**config.mk**
```make
export PLATFORM = sky130hd
export DESIGN_NAME = load_align_unit
export DESIGN_NICKNAME = d
export VERILOG_FILES = /design/src/rtl/riscv_pkg.sv /design/src/rtl/load_extract.sv /design/src/rtl/load_align_unit.sv
export SDC_FILE = /design/constraint.sdc
export NUM_CORES = 1
export LEC_CHECK = 0
export ABC_CLOCK_PERIOD_IN_PS = 3400
export CORE_MARGIN = 2
export CORE_UTILIZATION = 50
export DETAILED_ROUTE_END_ITERATION = 6
export PLACE_DENSITY = 0.95
export SYNTH_ARGS = -nofsm -noshare
export SYNTH_HDL_FRONTEND = slang
export SYNTH_HIERARCHICAL = 1
export SYNTH_SLANG_ARGS = --single-unit
```
**constraint.sdc**
```tcl
create_clock -name clk -period 3.4 [get_ports clk]
set_clock_uncertainty 0.05 [all_clocks]
set_input_delay 0.68 -clock clk [delete_from_list [all_inputs] [get_ports clk]]
set_output_delay 0.68 -clock clk [all_outputs]
set_load 0.05 [all_outputs]
```
**src/rtl/riscv_pkg.sv**
```systemverilog
// -----------------------------------------------------------------------------
// riscv_pkg
//   Shared constants for the load path:
//   - load funct3 encodings (F3_LB, F3_LH, F3_LW, F3_LBU, F3_LHU)
//   - 2-bit FSM state encoding of load_align_unit (S_IDLE, S_REQ, S_WAIT, S_RESP)
//   - load_fault(): flags an illegal funct3 or a misaligned address
// -----------------------------------------------------------------------------
package riscv_pkg;

    localparam logic [2:0] F3_LB  = 3'b000;
    localparam logic [2:0] F3_LH  = 3'b001;
    localparam logic [2:0] F3_LW  = 3'b010;
    localparam logic [2:0] F3_LBU = 3'b100;
    localparam logic [2:0] F3_LHU = 3'b101;

    localparam logic [1:0] S_IDLE = 2'd0;
    localparam logic [1:0] S_REQ  = 2'd1;
    localparam logic [1:0] S_WAIT = 2'd2;
    localparam logic [1:0] S_RESP = 2'd3;

    // 1 when the load cannot be issued to memory: unknown funct3, halfword
    // on an odd address, or word not on a 4-byte boundary.
    function automatic logic load_fault(input logic [2:0] funct3,
                                        input logic [1:0] addr_lo);
        logic fault;
        fault = 1'b0;
        case (funct3)
            F3_LB, F3_LBU: fault = 1'b0;
            F3_LH, F3_LHU: fault = addr_lo[0];
            F3_LW:         fault = (addr_lo != 2'b00);
            default:       fault = 1'b1;
        endcase
        return fault;
    endfunction

endpackage

```
**src/rtl/load_extract.sv**
```systemverilog
// -----------------------------------------------------------------------------
// load_extract
//   Combinational lane select plus sign/zero extension of a 32-bit
//   little-endian read word.
//   Ports:
//     i_word   in  32  word read from memory
//     i_addr   in   2  byte offset within the word (addr[1:0])
//     i_funct3 in   3  load type (lb/lh/lw/lbu/lhu)
//     o_data   out 32  extended result (0 for an illegal funct3)
// -----------------------------------------------------------------------------
module load_extract
    import riscv_pkg::*;
(
    input  logic [31:0] i_word,
    input  logic [1:0]  i_addr,
    input  logic [2:0]  i_funct3,
    output logic [31:0] o_data
);

    logic [7:0]  w_byte;
    logic [15:0] w_half;

    always_comb begin
        w_byte = 8'h00;
        case (i_addr)
            2'd0:    w_byte = i_word[7:0];
            2'd1:    w_byte = i_word[15:8];
            2'd2:    w_byte = i_word[23:16];
            default: w_byte = i_word[31:24];
        endcase
        // Halfword lane only depends on addr[1]; addr[0] is known 0 here
        // because misaligned halfwords never reach memory.
        w_half = i_addr[1] ? i_word[31:16] : i_word[15:0];
    end

    always_comb begin
        o_data = 32'h0000_0000;
        case (i_funct3)
            F3_LB:   o_data = {{24{w_byte[7]}}, w_byte};
            F3_LH:   o_data = {{16{w_half[15]}}, w_half};
            F3_LW:   o_data = i_word;
            F3_LBU:  o_data = {24'h000000, w_byte};
            F3_LHU:  o_data = {16'h0000, w_half};
            default: o_data = 32'h0000_0000;
        endcase
    end

endmodule

```
**src/rtl/load_align_unit.sv**
```systemverilog
// -----------------------------------------------------------------------------
// load_align_unit
//   Accepts one load request, issues a word-aligned read to data memory,
//   waits for the read data, aligns and extends the addressed byte/halfword
//   and returns it over a valid/ready handshake. One load outstanding.
//
//   Optional feature macro: LOAD_TIMEOUT_EN
//     defined   -> WAIT gives up after TIMEOUT_CYCLES cycles without
//                  mem_rvalid and returns rsp_err=1, rsp_data=0
//     undefined -> WAIT lasts until mem_rvalid; TIMEOUT_CYCLES unused
//
//   Ports:
//     clk, rst_n              clock (rising edge), async active-low reset
//     req_valid/req_ready     request handshake (ready only in IDLE)
//     req_addr/funct3/rd      byte address, load type, destination tag
//     mem_req/mem_addr        word-aligned read request, held until mem_gnt
//     mem_gnt                 memory accepted the request
//     mem_rvalid/mem_rdata    read data return (honoured only in WAIT)
//     rsp_valid/rsp_ready     response handshake
//     rsp_data/rsp_rd/rsp_err registered result, tag and error flag
// -----------------------------------------------------------------------------
module load_align_unit
    import riscv_pkg::*;
#(
    parameter int XLEN           = 32,
    parameter int TIMEOUT_CYCLES = 255
) (
    input  logic            clk,
    input  logic            rst_n,
    input  logic            req_valid,
    output logic            req_ready,
    input  logic [XLEN-1:0] req_addr,
    input  logic [2:0]      req_funct3,
    input  logic [4:0]      req_rd,
    output logic            mem_req,
    output logic [XLEN-1:0] mem_addr,
    input  logic            mem_gnt,
    input  logic            mem_rvalid,
    input  logic [XLEN-1:0] mem_rdata,
    output logic            rsp_valid,
    input  logic            rsp_ready,
    output logic [XLEN-1:0] rsp_data,
    output logic [4:0]      rsp_rd,
    output logic            rsp_err
);

    logic [1:0]      r_state;
    logic [XLEN-1:0] r_addr;
    logic [2:0]      r_funct3;
    logic [4:0]      r_rd;
    logic [XLEN-1:0] r_rsp_data;
    logic [4:0]      r_rsp_rd;
    logic            r_rsp_err;
    logic [31:0]     w_extract;

`ifdef LOAD_TIMEOUT_EN
    localparam int CNT_W = (TIMEOUT_CYCLES >= 256) ? $clog2(TIMEOUT_CYCLES + 1) : 8;
    localparam logic [CNT_W-1:0] CNT_LAST = CNT_W'(TIMEOUT_CYCLES - 1);
    logic [CNT_W-1:0] r_cnt;
`else
    logic w_unused_timeout;
    assign w_unused_timeout = (TIMEOUT_CYCLES != 0);
`endif

    load_extract u_extract (
        .i_word   (mem_rdata),
        .i_addr   (r_addr[1:0]),
        .i_funct3 (r_funct3),
        .o_data   (w_extract)
    );

    // req_ready must read 0 while reset is held even though the state is IDLE.
    assign req_ready = rst_n && (r_state == S_IDLE);
    assign mem_req   = (r_state == S_REQ);
    assign mem_addr  = mem_req ? {r_addr[XLEN-1:2], 2'b00} : '0;
    assign rsp_valid = (r_state == S_RESP);
    assign rsp_data  = r_rsp_data;
    assign rsp_rd    = r_rsp_rd;
    assign rsp_err   = r_rsp_err;

    always_ff @(posedge clk or negedge rst_n) begin
        if (!rst_n) begin
            r_state    <= S_IDLE;
            r_addr     <= '0;
            r_funct3   <= 3'b000;
            r_rd       <= 5'd0;
            r_rsp_data <= '0;
            r_rsp_rd   <= 5'd0;
            r_rsp_err  <= 1'b0;
`ifdef LOAD_TIMEOUT_EN
            r_cnt      <= '0;
`endif
        end else begin
            case (r_state)
                S_IDLE: begin
                    if (req_valid) begin
                        r_addr   <= req_addr;
                        r_funct3 <= req_funct3;
                        r_rd     <= req_rd;
                        if (load_fault(req_funct3, req_addr[1:0])) begin
                            // Rejected loads skip memory entirely.
                            r_rsp_data <= '0;
                            r_rsp_rd   <= req_rd;
                            r_rsp_err  <= 1'b1;
                            r_state    <= S_RESP;
                        end else begin
                            r_state <= S_REQ;
                        end
                    end
                end
                S_REQ: begin
                    // Any rvalid coinciding with gnt is ignored: data is only
                    // taken from WAIT onwards.
                    if (mem_gnt) begin
                        r_state <= S_WAIT;
`ifdef LOAD_TIMEOUT_EN
                        r_cnt   <= '0;
`endif
                    end
                end
                S_WAIT: begin
                    if (mem_rvalid) begin
                        r_rsp_data <= w_extract;
                        r_rsp_rd   <= r_rd;
                        r_rsp_err  <= 1'b0;
                        r_state    <= S_RESP;
                    end
`ifdef LOAD_TIMEOUT_EN
                    else if (r_cnt == CNT_LAST) begin
                        // TIMEOUT_CYCLES WAIT cycles elapsed with no data.
                        r_rsp_data <= '0;
                        r_rsp_rd   <= r_rd;
                        r_rsp_err  <= 1'b1;
                        r_state    <= S_RESP;
                    end else begin
                        r_cnt <= r_cnt + 1'b1;
                    end
`endif
                end
                default: begin
                    if (rsp_ready) begin
                        r_state <= S_IDLE;
                    end
                end
            endcase
        end
    end

endmodule

```
== Yosys cells after proc, flatten, opt, wreduce, memory -nomap -nowiden ==
Cells that the tools add are included.

* Eq/ne operators: 17
* Mux-type cells: 25
* Reduce and logical (&&, ||, !) cells: 13

{| class="wikitable"
|+ Operators by type and width
! operator !! count
|-
| 32-bit one-hot mux with 5 select lines || 1
|-
| 32-bit two-way mux || 4
|-
| 32-bit one-hot mux with 2 select lines || 1
|-
| 8-bit one-hot mux with 3 select lines || 1
|-
| 16-bit two-way mux || 1
|-
| 5-bit two-way mux || 3
|-
| 3-bit equality test (second input constant) || 4
|-
| 2-bit two-way mux || 5
|-
| 5-bit one-hot mux with 2 select lines || 1
|-
| 4-bit AND reduction || 2
|-
| 2-bit equality test (second input constant) || 3
|-
| 3-bit by 1-bit equality test with 1-bit output (second input constant) || 2
|-
| 3-bit by 2-bit equality test with 1-bit output (second input constant) || 2
|-
| 3-bit logical NOT || 2
|-
| 2-bit one-hot mux with 3 select lines || 1
|-
| 1-bit two-way mux || 5
|-
| 2-bit by 1-bit equality test with 1-bit output (second input constant) || 2
|-
| 2-bit logical NOT || 2
|-
| 2-bit by 1-bit inequality test with 1-bit output (second input constant) || 2
|-
| 2-bit inequality test (second input constant) || 2
|-
| 2-bit nonzero test || 2
|-
| 4-bit nonzero test || 1
|-
| 2-bit OR reduction || 2
|-
| 1-bit one-hot mux with 3 select lines || 1
|-
| other kinds (3) || 3
|}

* Bits in registers: 80
* Input port bits: 78
* Output and inout port bits: 73
* Logic and storage cells: 62

== Depth between registers and ports, before layout ==
* Depth after elaboration: 8
* Mapped depth: 9

== Hierarchy ==
The synthesis kept the hierarchy.

{| class="wikitable"
|+ By module, submodules not included
! module !! instances !! cells each !! area an instance (µm²)
|-
| load_align_unit || 1 || 240 || 3387.0
|-
| load_extract || 1 || 133 || 1044.8
|}

== Least setup slack after synthesis ==
No wires, ideal clock.

* Path type: register to output
* Start point: register r_state[1]
* End point: output mem_addr[10]
* Arrival: 1.690 ns
* Data required time: 2.670 ns
* Slack: 0.980 ns
* Cell stages (with the launch flop): 5
* Cells stage by stage: dfrtp_1 inv_1 ha_1 clkbuf_1 and2_1

* Longest elaborated chain between the ends: 2

{| class="wikitable"
|+ Ends and longest elaborated chain
! element !! line !! source
|-
| start, declared || load_align_unit.sv:47 || <nowiki>logic [1:0] r_state;</nowiki>
|-
| start signal, assigned || load_align_unit.sv:83 || <nowiki>r_state <= S_IDLE;</nowiki>
|-
| start signal, assigned || load_align_unit.sv:105 || <nowiki>r_state <= S_RESP;</nowiki>
|-
| start signal, assigned || load_align_unit.sv:107 || <nowiki>r_state <= S_REQ;</nowiki>
|-
| 2-bit by 1-bit equality test with 1-bit output || load_align_unit.sv:74 || <nowiki>assign mem_req = (r_state == S_REQ);</nowiki>
|-
| net mem_req || load_align_unit.sv:35 || <nowiki>output logic mem_req,</nowiki>
|-
| 32-bit two-way mux || load_align_unit.sv:75 || <nowiki>assign mem_addr = mem_req ? {r_addr[XLEN-1:2], 2'b00} : '0;</nowiki>
|-
| end, declared || load_align_unit.sv:36 || <nowiki>output logic [XLEN-1:0] mem_addr,</nowiki>
|}

The timed path passes the listed nets, and every way through them passes these cells.

== Final worst setup path ==
* Start point: register r_state[1]
* End point: output mem_addr[25]

* Longest elaborated chain between the ends: 2

{| class="wikitable"
|+ Ends and longest elaborated chain
! element !! line
|-
| 2-bit by 1-bit equality test with 1-bit output || load_align_unit.sv:74
|-
| 32-bit two-way mux || load_align_unit.sv:75
|}

No other way between the ends.

==> metrics <==
Via-to-Cell Ratio roughly 6.0; P&R area growth vs syn 37.5%; TritonCTS buffer count 9; Yosys top cell by area dfrtp_1; Post-CTS Setup Inserts 0; Via Count approximately 3700; Cell Area, Synth approximately 4400 sq um; hold slack around 450 ps; worst slew pin tran approximately 1200 ps; antenna-violating nets left 0; Die Area roughly 9600 sq um; Worst Setup Start Kind flop; first-pass GRT wire length 19.6 mm; I/O Pins approximately 150; WP buf/inv 2; relative slew slack between 20 and 25%; syn_area_per_cell about 12 sq um; setup_tns 0 ps; leak pwr ~2.5 nW; Synth Flop Type dfrtp_1; layout cells sized above 1 between 10% and 20%; largest net degree at the start of global routing 81; fin crit period 3130 ps; Core ar. roughly 8700 sq um; critical setup path kind reg2out; Crit path largest cell delay around 810 ps; worst vdd ir around 0.7 mV; asr flop ratio synth 100%; CTS Buffer Depth 2; period utilization 91.9%; Max Slew Vio Count 0; Worst EP arrival between 2000 and 2500 ps; CP startpoint r_state[1]; YS warnings 6; final wirelength around 12 mm; Crit-path slowest cell clkdlybuf4s50_1; vias in the first global route ~3900; top cells by area, synth dfrtp_1, mux2_2, a22o_1; FF-to-FF path depth 4; CTS tree done; Starting Density 51.1%; Total GRT Usage between 20% and 30%; Yosys reg bits 80; clk slew on worst S/H paths ~80 ps; sequential share of the synthesized area between 40 and 50%; die height a little under 100 microns; residual DRC count 0; max-cap violations 0; GPL Wtd Cong ~0.91; DPL Wire Length approximately 8.6 mm; Rows 34; routed wire length per instance about 20 microns; Post-Syn Instances about 370; worst hold path class reg2reg; outcome completed; Hold Buf Count CTS 0; unrepaired setup endpoints after global routing false; initial antenna violation count 1; worst path cell trace inv_1 > ha_2 > and2_1 > clkdlybuf4s50_1; R2R setup slack between 800 and 900 ps; CP top delay family buffers and inverters; Setup crit end kind primary output; PD cells approximately 1100 nW/um^2; Fin. Hold Viols 0; final number of setup-violating endpoints 0; CTS sink cnt 80; Max FO, Critical Path 33; nets@finish 586; Detailed Route Iter0 Violations between 200 and 250; post_cts resized 1; number of flops mapped to enable cells by yosys 0; reg2reg start r_addr[1]; clock root buffer clkbuf_8; global route overflow 0; Max Clock Freq ~320 MHz; reg-to-reg endpoint rsp_data[27]; # fillers between 600 and 700; worst-skew pair later-pin latency approximately 340 ps; Setup crit end mem_addr[25]; WP depth 4; drt first pass iters 4; CTS H-tree depth 3; post-synth top area share a little under half; Synth cell types 46; port bufs roughly 150; Worst EP required 2670 ps; Die X about 98 microns
[how the worst min path moves through the flow]
stage | start | end | depth (start not counted)
detailed placement | rsp_data[18] | rsp_data[18] | 1
finish | rsp_data[23] | rsp_data[23] | 1
floorplan | rst_n | r_addr[0] | 0
global route | r_addr[25] | r_addr[25] | 1
CTS | rsp_data[18] | rsp_data[18] | 1
global placement | r_addr[4] | r_addr[4] | 1
[area by class of cell]
type	count	area (sq um)	share of cell area (%)
Antenna cell	1	2.50	0.0411
Clock buffer	12	145	2.38
Clock inverter	4	76.3	1.25
Inverter	6	22.5	0.369
Multi-Input combinational cell	254	2200	36.1
Sequential cell	80	2000	32.8
Tap cell	108	135	2.22
Timing Repair Buffer	153	1510	24.8
[cell usage after synthesis (all sizes together), types with 3 or more instances]
| cell type | number |
|---|---|
| and2 | 31 |
| a21oi | 18 |
| buf | 27 |
| nor2 | 10 |
| nand2 | 5 |
| mux4 | 5 |
| mux2i | 7 |
| a22o | 32 |
| dfrtp | 80 |
| clkbuf | 7 |
| a211oi | 16 |
| nor2b | 7 |
| a22oi | 20 |
| inv | 6 |
| o31ai | 3 |
| mux2 | 62 |
| o22ai | 3 |
| ha | 4 |
| o21ai | 3 |
| a221o | 5 |
[worst reg2reg max path, delay by kind of cell, from the launching register on]
family / cells / cell delay [ps]
and+or+nand+nor: 1 / 170
DFF: 1 / 1090
AOI/OAI and AO/OA: 3 / 1080
[stage by stage]
step           cell area [sq um]  std cells  util, %  setup WS (ps)  total power, mW
2_1_floorplan               4440        374        -            980             4.61
3_3_place_gp                5870        601     67.6            501             5.55
3_5_place_dp                5870        601     67.6            318             5.68
4_1_cts                     6090        617     70.2            235             6.49
5_1_grt                     6090        617     70.2            114             6.83
6_report                    6100        618     70.2            274             6.49
[power breakdown]
part | total (mW) | internal (mW) | switching, mW | leakage [nW]
Sequential | 1.84 | 1.39 | 0.454 | 1.00
Clock | 0.790 | 0.437 | 0.352 | 0.107
Combinational | 3.86 | 1.59 | 2.27 | 1.41
Total | 6.49 | 3.42 | 3.07 | 2.52
[logic make-up (layout without fill, tap and decap cells)]
| group | Yosys count | after routing | share of synthesized area (%) |
|---|---|---|---|
| buf+inv | 40 | 175 | 5.51 |
| flops | 80 | 80 | 45.2 |
| compound gates | 110 | 110 | 19.5 |
| mux | 74 | 74 | 20.0 |
| other cells | 1 | 3 | 0.0846 |
| fa+ha+maj | 4 | 4 | 1.13 |
| simple gates | 64 | 64 | 8.53 |
[sequential cells by signal, summed over array words and instances (netlist names)]
name,count
rsp_data,32
r_rd,5
rsp_err,1
r_state,2
rsp_rd,5
r_funct3,3
r_addr,32
[routing by layer]
metal,vias to the layer above,wire length [microns],global-route usage (%)
li1,1666,-,-
met1,1791,4730,31.9
met2,243,5780,42.4
met3,16,1460,9.66
met4,0,174,7.27
met5,-,0,0
[cells in the final DEF, fill, tap and decap left out, types with 10 or more instances in the layout]
master,count
a22oi_1,19
clkbuf_8,10
and2_1,31
clkdlybuf4s50_1,146
a21oi_1,18
dfrtp_1,80
mux2_2,61
a211oi_1,16
a22o_1,32
nor2_1,10
No activity file was read; power rests on OpenSTA's default activity.
